`config.mk`:
```
export PLATFORM = sky130hd
export DESIGN_NAME = multdiv_scoreboard_flat
export DESIGN_NICKNAME = d
export VERILOG_FILES = /design/src/rtl/multdiv_scoreboard_pkg.sv /design/src/rtl/multdiv_scoreboard_if.sv /design/src/rtl/multdiv_scoreboard_reg_hit_check.sv /design/src/rtl/multdiv_scoreboard.sv /design/src/flat_wrapper.sv
export SDC_FILE = /design/constraint.sdc
export NUM_CORES = 1
export LEC_CHECK = 0
export BUFFER_PORTS_ARGS = -buffer_cell sky130_fd_sc_hd__buf_2
export CAP_MARGIN = 0
export CORE_ASPECT_RATIO = 1.1
export CORE_MARGIN = 2
export CORE_UTILIZATION = 45
export CTS_CLUSTER_SIZE = 30
export DETAILED_ROUTE_END_ITERATION = 16
export PLACE_DENSITY = 0.81
export SLEW_MARGIN = 20
export SYNTH_ARGS = -nofsm -noshare
export SYNTH_HDL_FRONTEND = slang
export SYNTH_SLANG_ARGS = --single-unit
```
`constraint.sdc`:
```
create_clock -name clock -period 5.55 [get_ports clock]
set_input_delay 1.11 -clock clock [delete_from_list [all_inputs] [get_ports clock]]
set_output_delay 1.11 -clock clock [all_outputs]
set_load 0.02 [all_outputs]
```
`src/rtl/multdiv_scoreboard_pkg.sv`:
```
// multdiv_scoreboard_pkg: shared pipeline constants and mult/div ownership states.
// Revision 1.0
`default_nettype none

package multdiv_scoreboard_pkg;
  localparam int REG_W    = 5;
  localparam int NUM_REGS = 32;

  localparam logic [4:0] RSTATUS = 5'd30;

  localparam logic [5:0] OP_LW      = 6'h23;
  localparam logic [5:0] OP_SPECIAL = 6'h00;
  localparam logic [5:0] FN_MULT    = 6'h18;
  localparam logic [5:0] FN_DIV     = 6'h1a;

  typedef enum logic [1:0] {
    MD_IDLE = 2'd0,
    MD_BUSY = 2'd1,
    MD_DONE = 2'd2
  } md_state_t;
endpackage

`default_nettype wire

```
`src/rtl/multdiv_scoreboard_if.sv`:
```
// multdiv_scoreboard_if: handshake between the scoreboard and the mult/div unit.
// Revision 1.0
`default_nettype none

interface multdiv_scoreboard_if #(
  parameter int REG_W = multdiv_scoreboard_pkg::REG_W
);
  logic             multdiv_start;
  logic             multdiv_ready;
  logic             multdiv_exception;
  logic [REG_W-1:0] md_reg_D;
  logic [REG_W-1:0] md_wb_reg;
  logic             md_writeback;

  modport master (
    output multdiv_start, md_reg_D, md_wb_reg, md_writeback,
    input  multdiv_ready, multdiv_exception
  );

  modport slave (
    input  multdiv_start, md_reg_D, md_wb_reg, md_writeback,
    output multdiv_ready, multdiv_exception
  );
endinterface

`default_nettype wire

```
`src/rtl/multdiv_scoreboard_reg_hit_check.sv`:
```
// reg_hit_check: does the FD instruction read a valid, non-zero destination?
// Revision 1.0
`default_nettype none

module reg_hit_check #(
  parameter int REG_W = multdiv_scoreboard_pkg::REG_W
) (
  input  wire logic [REG_W-1:0] s1,
  input  wire logic [REG_W-1:0] s2,
  input  wire logic             uses1,
  input  wire logic             uses2,
  input  wire logic [REG_W-1:0] dest,
  input  wire logic             valid,
  output logic                  hit
);
  logic hit1;
  logic hit2;

  assign hit1 = uses1 & (s1 != '0) & (s1 == dest);
  assign hit2 = uses2 & (s2 != '0) & (s2 == dest);
  assign hit  = valid & (dest != '0) & (hit1 | hit2);
endmodule

`default_nettype wire

```
`src/rtl/multdiv_scoreboard.sv`:
```
// multdiv_scoreboard: decode-stage stall for load-use and in-flight mult/div results.
// Revision 1.0
`default_nettype none

module multdiv_scoreboard #(
  parameter int NUM_REGS   = multdiv_scoreboard_pkg::NUM_REGS,
  parameter int REG_W      = multdiv_scoreboard_pkg::REG_W,
  parameter int MD_TIMEOUT = 64
) (
  input  wire logic                  clock,
  input  wire logic                  reset,
  input  wire logic [REG_W-1:0]      fd_reg_S1,
  input  wire logic [REG_W-1:0]      fd_reg_S2,
  input  wire logic                  fd_uses_S1,
  input  wire logic                  fd_uses_S2,
  input  wire logic                  fd_is_multdiv,
  input  wire logic [REG_W-1:0]      fd_reg_D,
  input  wire logic [REG_W-1:0]      de_reg_D,
  input  wire logic                  de_is_load,
  input  wire logic                  issue,
  multdiv_scoreboard_if.master       md,
  output logic [NUM_REGS-1:0]        pending,
  output logic                       stall,
  output logic                       md_timeout,
  output multdiv_scoreboard_pkg::md_state_t md_state
);
  import multdiv_scoreboard_pkg::*;

  localparam int              CNT_W    = $clog2(MD_TIMEOUT + 1);
  localparam logic [CNT_W-1:0] CNT_LAST = CNT_W'(MD_TIMEOUT - 1);

  md_state_t           state_q;
  md_state_t           state_d;
  logic [CNT_W-1:0]    count_q;
  logic [REG_W-1:0]    md_reg_q;
  logic [NUM_REGS-1:0] pending_q;
  logic                timeout_q;

  logic load_hit;
  logic sb_hit;
  logic struct_hit;
  logic stall_w;
  logic start_w;
  logic wb_w;
  logic term_w;

  reg_hit_check #(.REG_W(REG_W)) u_load_use (
    .s1(fd_reg_S1), .s2(fd_reg_S2), .uses1(fd_uses_S1), .uses2(fd_uses_S2),
    .dest(de_reg_D), .valid(de_is_load), .hit(load_hit)
  );

  // Only one op can be outstanding, so the owned destination is the whole lookup.
  reg_hit_check #(.REG_W(REG_W)) u_scoreboard (
    .s1(fd_reg_S1), .s2(fd_reg_S2), .uses1(fd_uses_S1), .uses2(fd_uses_S2),
    .dest(md_reg_q), .valid(pending_q[md_reg_q]), .hit(sb_hit)
  );

  assign struct_hit = fd_is_multdiv & (state_q != MD_IDLE);
  assign stall_w    = reset & (load_hit | sb_hit | struct_hit);

  always_comb begin
    state_d = state_q;
    start_w = 1'b0;
    wb_w    = 1'b0;
    term_w  = 1'b0;
    if (reset) begin
      case (state_q)
        MD_IDLE: begin
          if (issue & fd_is_multdiv & ~stall_w) begin
            start_w = 1'b1;
            state_d = MD_BUSY;
          end
        end
        MD_BUSY: begin
          // A result on the terminal count still counts as a normal completion.
          if (md.multdiv_ready) begin
            wb_w    = 1'b1;
            state_d = MD_DONE;
          end else if (count_q == CNT_LAST) begin
            term_w  = 1'b1;
            state_d = MD_IDLE;
          end
        end
        MD_DONE: state_d = MD_IDLE;
        default: state_d = MD_IDLE;
      endcase
    end
  end

  always_ff @(posedge clock) begin
    if (!reset) begin
      state_q   <= MD_IDLE;
      count_q   <= '0;
      md_reg_q  <= '0;
      pending_q <= '0;
      timeout_q <= 1'b0;
    end else begin
      state_q <= state_d;
      if (start_w) begin
        md_reg_q <= fd_reg_D;
        count_q  <= '0;
        if (fd_reg_D != '0) pending_q[fd_reg_D] <= 1'b1;
      end else if (state_q == MD_BUSY) begin
        count_q <= count_q + CNT_W'(1);
      end
      if (wb_w | term_w) pending_q[md_reg_q] <= 1'b0;
      if (term_w) timeout_q <= 1'b1;
    end
  end

  assign md.multdiv_start = start_w;
  assign md.md_writeback  = wb_w;
  assign md.md_reg_D      = md_reg_q;
  assign md.md_wb_reg     = md.multdiv_exception ? REG_W'(RSTATUS) : md_reg_q;

  assign pending    = pending_q;
  assign stall      = stall_w;
  assign md_timeout = timeout_q;
  assign md_state   = state_q;
endmodule

`default_nettype wire

```
`src/flat_wrapper.sv`:
```
// flat-port wrapper written by rule: the top's interface ports become plain ports
module multdiv_scoreboard_flat import multdiv_scoreboard_pkg::*;
#(
  parameter int NUM_REGS   = multdiv_scoreboard_pkg::NUM_REGS,
  parameter int REG_W      = multdiv_scoreboard_pkg::REG_W,
  parameter int MD_TIMEOUT = 64
)
  (clock, reset, fd_reg_S1, fd_reg_S2, fd_uses_S1, fd_uses_S2, fd_is_multdiv, fd_reg_D, de_reg_D, de_is_load, issue, pending, stall, md_timeout, md_state, md_multdiv_start, md_md_reg_D, md_md_wb_reg, md_md_writeback, md_multdiv_ready, md_multdiv_exception);
  multdiv_scoreboard_if #(.REG_W(REG_W)) md_i ();
  input  wire logic clock;
  input  wire logic reset;
  input  wire logic [REG_W-1:0] fd_reg_S1;
  input  wire logic [REG_W-1:0] fd_reg_S2;
  input  wire logic fd_uses_S1;
  input  wire logic fd_uses_S2;
  input  wire logic fd_is_multdiv;
  input  wire logic [REG_W-1:0] fd_reg_D;
  input  wire logic [REG_W-1:0] de_reg_D;
  input  wire logic de_is_load;
  input  wire logic issue;
  output logic [NUM_REGS-1:0] pending;
  output logic stall;
  output logic md_timeout;
  output multdiv_scoreboard_pkg::md_state_t md_state;
  output wire logic [$bits(md_i.multdiv_start)-1:0] md_multdiv_start;
  output wire logic [$bits(md_i.md_reg_D)-1:0] md_md_reg_D;
  output wire logic [$bits(md_i.md_wb_reg)-1:0] md_md_wb_reg;
  output wire logic [$bits(md_i.md_writeback)-1:0] md_md_writeback;
  input wire logic [$bits(md_i.multdiv_ready)-1:0] md_multdiv_ready;
  input wire logic [$bits(md_i.multdiv_exception)-1:0] md_multdiv_exception;
  assign md_multdiv_start = md_i.multdiv_start;
  assign md_md_reg_D = md_i.md_reg_D;
  assign md_md_wb_reg = md_i.md_wb_reg;
  assign md_md_writeback = md_i.md_writeback;
  assign md_i.multdiv_ready = md_multdiv_ready;
  assign md_i.multdiv_exception = md_multdiv_exception;
  multdiv_scoreboard #(.NUM_REGS(NUM_REGS), .REG_W(REG_W), .MD_TIMEOUT(MD_TIMEOUT)) u_core (.clock(clock), .reset(reset), .fd_reg_S1(fd_reg_S1), .fd_reg_S2(fd_reg_S2), .fd_uses_S1(fd_uses_S1), .fd_uses_S2(fd_uses_S2), .fd_is_multdiv(fd_is_multdiv), .fd_reg_D(fd_reg_D), .de_reg_D(de_reg_D), .de_is_load(de_is_load), .issue(issue), .md(md_i), .pending(pending), .stall(stall), .md_timeout(md_timeout), .md_state(md_state));
endmodule
```
* After elaboration in Yosys (flattened, before gate mapping)
Cells that the tools add are included.
** Storage, ports and cells
- Register bits :: 47
- Output and inout port bits :: 48
** Operators by class
- $add $sub $neg :: 1
- Magnitude comparators :: 4
- Equal/unequal tests :: 8
- Muxes and demuxes :: 25
- Bitwise gates (word level) :: 24
- Reductions and logical operators :: 11
** Operators with widths (number)
- 32-bit 2-to-1 mux :: 4
- 32-bit AND :: 1
- 32-bit NOT :: 1
- 32-bit OR :: 1
- 5-bit nonzero test :: 5
- 5-bit equality test :: 4
- 1-bit AND :: 14
- 1-bit 2-to-1 mux :: 13
- 5-bit by 6-bit < comparator with 1-bit output, second input constant :: 2
- 1-bit demux with 5-bit select :: 2
- 5-bit by 1-bit greater-or-equal comparator with 1-bit output, second input constant :: 2
- 7-bit by 1-bit adder with 7-bit output, second input constant :: 1
- 7-bit by 6-bit equality test with 1-bit output, second input constant :: 1
- 2-bit 2-to-1 mux :: 3
- 1-bit binary-select mux with 5-bit select :: 1
- 5-bit 2-to-1 mux :: 1
- 1-bit OR :: 5
- 2-bit one-hot mux with 2 select lines :: 1
- 3-bit by 2-bit != test with 1-bit output, second input constant :: 1
- 2-bit by 1-bit equality test with 1-bit output, second input constant :: 1
- 1-bit logical AND :: 2
- 2-bit zero test :: 1
- 2-bit by 1-bit != test with 1-bit output, second input constant :: 1
- 1-bit NOT :: 2
- other kinds (3) :: 3

* Longest topological paths before layout
- Depth in word-level cells :: 17
- Mapped depth :: 11

* Cells and area by module
From an unflattened synthesis, not the netlist that was laid out.
** Second synthesis, totals
- Cell total of the unflattened synthesis :: 308
- Area, all modules :: 2652.5 um^2
** Modules (own cells, without submodules)
- multdiv_scoreboard :: instances 1, cells each 266, area each 2352.3 um^2
- reg_hit_check :: instances 2, cells each 21, area each 150.1 um^2

* Worst setup path after synthesis
Ideal clock, no wire load.
- Path kind :: in2out
- Start point :: in fd_reg_S2[1]
- End point :: out md_multdiv_start
- Arrival :: 2.658 ns
- Data required time :: 4.440 ns
- Setup slack :: 1.782 ns
- Stages :: 8
- Buffers on the path :: 2
- Cells stage by stage :: or4_1 o21ai_2 nor4_1 o221ai_1 o21a_2 buf_6 buf_6 and3_1
** On the way
- Longest elaborated chain between the ends :: 13
** RTL lines
- start, declared :: RTL line flat_wrapper.sv:13 : input wire logic [REG_W-1:0] fd_reg_S2;
- 5-bit nonzero test :: RTL line multdiv_scoreboard_reg_hit_check.sv:20 : assign hit2 = uses2 & (s2 != '0) & (s2 == dest);
- 1-bit AND (2 in a row) :: RTL line multdiv_scoreboard_reg_hit_check.sv:20
- 1-bit OR :: RTL line multdiv_scoreboard_reg_hit_check.sv:21 : assign hit = valid & (dest != '0) & (hit1 | hit2);
- 1-bit AND :: RTL line multdiv_scoreboard_reg_hit_check.sv:21
- 1-bit OR (*) (2 in a row) :: RTL line multdiv_scoreboard.sv:59 : assign stall_w = reset & (load_hit | sb_hit | struct_hit);
- 1-bit AND (*) :: RTL line multdiv_scoreboard.sv:59
- 1-bit NOT (*) :: RTL line multdiv_scoreboard.sv:69 : if (issue & fd_is_multdiv & ~stall_w) begin
- 1-bit AND (*) :: RTL line multdiv_scoreboard.sv:69
- 1-bit 2-to-1 mux (*) :: RTL line multdiv_scoreboard.sv:69
- 1-bit 2-to-1 mux (*) :: RTL line multdiv_scoreboard.sv:67 : case (state_q)
- 1-bit 2-to-1 mux (*) :: RTL line multdiv_scoreboard.sv:66 : if (reset) begin
- end, declared :: RTL line flat_wrapper.sv:25 : output wire logic [$bits(md_i.multdiv_start)-1:0] md_multdiv_start;
Every way passes the cells marked *; elsewhere a longest branch is shown, timed or not.

* Worst setup path after layout
Same ends and word-level chain as after synthesis.

==> results.py <==
metrics = {
    "status": {
        "outcome": "completed",
    },
    "cells_and_area": {
        "syn2layout_area_growth_pct": 18.2,
        "insertedDiodeCount": 0,
        "regArea_um2": 941,
        "nNetsFinal": 391,
        "fillers": 532,
        "drive_above_1_share_pct": 26.0,
        "multi_input_area_mm2": 0.00152,
        "instances_no_fill": 439,
    },
    "routing": {
        "wl_mm": 7.36,
        "drc": 0,
        "wl_per_cell_um": 16.8,
        "drt-initial-drc-count": 223,
        "antenna_left": 0,
        "vias": 2649,
        "viasPerCell": 6.03,
        "firstDrtPassIters": 5,
    },
    "clocking": {
        "numCtsBuffers": 5,
        "cts_hold_buf": 0,
        "cts_tree": "yes",
        "path_clk_slew_ns": 0.09,
        "cts_max_level": 2,
        "cts.path.max_buffers": 2,
        "post_cts_resized": 0,
        "clock_sinks": 47,
        "clkLatencyLatePin_ns": 0.30,
        "cts_setup_buffers": 0,
        "root_buffer": "clkbuf_8",
    },
    "setup_path": {
        "crit_arrival_ns": 3.07,
        "critPathMaxFanout": 39,
        "critPathRequiredTime_ns": 4.44,
        "start_kind": "input pin",
        "r2r_cells": 8,
        "r2r-start": "u_core.md.md_reg_D[3]$_SDFFE_PN0N_",
        "criticalPathCategory": "input pin to output port",
        "cp-end-kind": "output port",
        "timing.rr.end": "u_core.md_state[0]$_SDFFE_PN0P_",
        "r2r_slack_ns": 2.87,
    },
    "grt": {
        "antenna_found_initial": 0,
        "globalRouteOverflowTotal": 0,
        "grt_max_degree": 52,
        "grt_pass1_vias": 2302,
        "grt_pass1_wl_mm": 11.5,
        "grt_use_total_pct": 21.9,
    },
    "min_path": {
        "worstHoldStart": "u_core.pending[0]$_SDFF_PN0_",
        "hp-class": "register to register",
        "whs_path_depth": 2,
        "hold_end": "u_core.pending[0]$_SDFF_PN0_",
    },
    "synth": {
        "ys_warn_count": 0,
        "ys_top_cells_by_area": "dfxtp_1 (36%), a32oi_1 (10%), mux2i_1 (6.9%)",
        "synth_seq_cells": 47,
        "netlist_area_mm2": 0.00260,
        "synthFlopType": "dfxtp_1",
        "syn_inst": 298,
        "synth-edff-count": 0,
        "yosysTopAreaCell": "dfxtp_1",
        "synth.avg_cell_area_um2": 8.72,
        "synth_cell_types": 42,
        "ys_seq_area_share_pct": 36.2,
        "synth_nets": 328,
        "async_flop_share_pct": 0,
        "synth_top_area_share_pct": 36.2,
    },
    "sta": {
        "whs_ns": 0.469,
        "rsz0062_at_grt": "false",
        "setup_tns_ns": 0,
        "fin_crit_ns": 4.18,
        "max_freq_ghz": 0.239,
        "finalCritPeriodShare_pct": 75.3,
        "tightest_slew_ns": 1.28,
        "hold_viol": 0,
        "setup_violations": 0,
        "slew_headroom_pct": 14.1,
        "drv_slew": 0,
        "finClkSkew_ns": 0.0107,
    },
    "floorplan": {
        "io-pin-count": 77,
        "initial_core_util_pct": 45.9,
        "core_area_mm2": 0.00566,
        "die_h_um": 83.7,
        "dieArea_mm2": 0.00640,
        "rows": 29,
        "die_w_um": 76.5,
    },
    "pwr": {
        "cellLeakagePower_nw": 1.24,
        "power-per-cell-area_mw_per_mm2": 219,
        "ir_drop_mv": 0.164,
    },
    "place": {
        "port_buffers": 76,
        "gp_congestion": 0.904,
        "dp.cells": 431,
        "dp_hpwl_mm": 5.05,
    },
    "flow_run": {
        "maxCapViolations": 0,
    },
}
[sequential cells by signal (all words and copies together) (netlist names)]
| register | cells |
|---|---|
| u_core.count_q | 7 |
| u_core.md.md_reg_D | 5 |
| u_core.md_state | 2 |
| u_core.md_timeout | 1 |
| u_core.pending | 32 |
[kinds of logic after synthesis]
family,share of synthesized area (%)
flip-flops,36.2
multiplexers,6.93
AND/OR/NAND/NOR,18.7
AO/OA/AOI/OAI,23.4
XOR/XNOR,8.76
buffers and inverters,5.49
adder cells (fa/ha/maj),0.481
[through the flow]
stage                     total power, mW  area (µm²)  setup slack [ns]  util, %
after detailed placement            0.454        2970              1.42     52.4
after CTS                           0.671        3070              1.42     54.2
after global placement              0.453        2970              1.47     52.4
after floorplan                     0.422        2600              1.78        -
final                               0.672        3070              1.37     54.3
after global routing                0.697        3070              1.29     54.3
[synthesized netlist by cell type (all sizes together), types with 5 or more instances]
master	count
xnor2	14
mux2i	18
nand2b	6
xor2	12
a32oi	31
nor4	5
nand2	14
a21oi	32
dfxtp	47
nor2	21
nand4	7
nor3	10
clkbuf	11
o21ai	8
nor3b	6
buf	12
and3	5
[worst max-delay path, stage by stage]
cell and delay, ns:
buf_2 0.12, or4_1 0.53, o21ai_2 0.14, nor4_1 0.08, o221ai_1 0.17, o21a_2 0.16
buf_4 0.35, and3_1 0.22, buf_2 0.16
[cell type report]
cell class              instances  share of cell area [%]
flip-flops and latches         47                    30.6
inverters                       3                   0.367
repair buffers                 79                    13.1
clock buffers                   8                    3.26
multi-input cells             225                    49.5
well taps                      77                    3.14
[routing by layer]
layer / global-route usage, % / share of wire [%]
met5: 0 / 0
met4: 7.93 / 2.0
met3: 3.46 / 7.0
met2: 35.7 / 48
met1: 29.4 / 43
[worst max path at each step]
stage | startpoint | endpoint | slack, ns | cells after the start
after floorplan | fd_reg_S2[1] | md_multdiv_start | 1.78 | 8
after global placement | fd_reg_S1[0] | md_multdiv_start | 1.47 | 9
after detailed placement | fd_reg_S2[1] | md_multdiv_start | 1.42 | 9
after CTS | fd_reg_S2[1] | md_multdiv_start | 1.42 | 9
after global routing | fd_reg_S1[0] | md_multdiv_start | 1.29 | 9
final | fd_reg_S2[1] | md_multdiv_start | 1.37 | 9
[where the power goes]
group          total (mW)  leakage, nW  switching [mW]  internal [mW]
combinational      0.0972        0.805          0.0595         0.0377
sequential          0.351        0.380         0.00955          0.341
clock               0.224       0.0515           0.110          0.114
total               0.672         1.24           0.179          0.493
[cells in the final DEF (no fill, tap or decap), types with 2 or more instances in the layout]
cell	Yosys	layout
nor3b_1	6	5
nor2_1	21	21
nand2b_1	6	6
o22ai_1	3	3
mux2i_1	18	18
o32ai_1	2	2
or2_2	4	4
nor2b_1	3	3
inv_1	3	3
a31oi_1	2	2
nand2_1	14	14
o21ai_0	2	2
nand4_1	7	7
xnor2_1	14	14
clkbuf_8	0	7
a21oi_1	32	32
or4_1	3	3
nor3_1	10	10
nor4_1	5	5
a32oi_1	31	31
buf_4	0	3
and3_1	5	5
o221ai_1	2	2
dfxtp_1	47	47
nand3_1	4	4
xor2_1	12	12
buf_2	6	76
o21ai_1	5	5
a211oi_1	2	2
(Power assumes the default switching activity.)
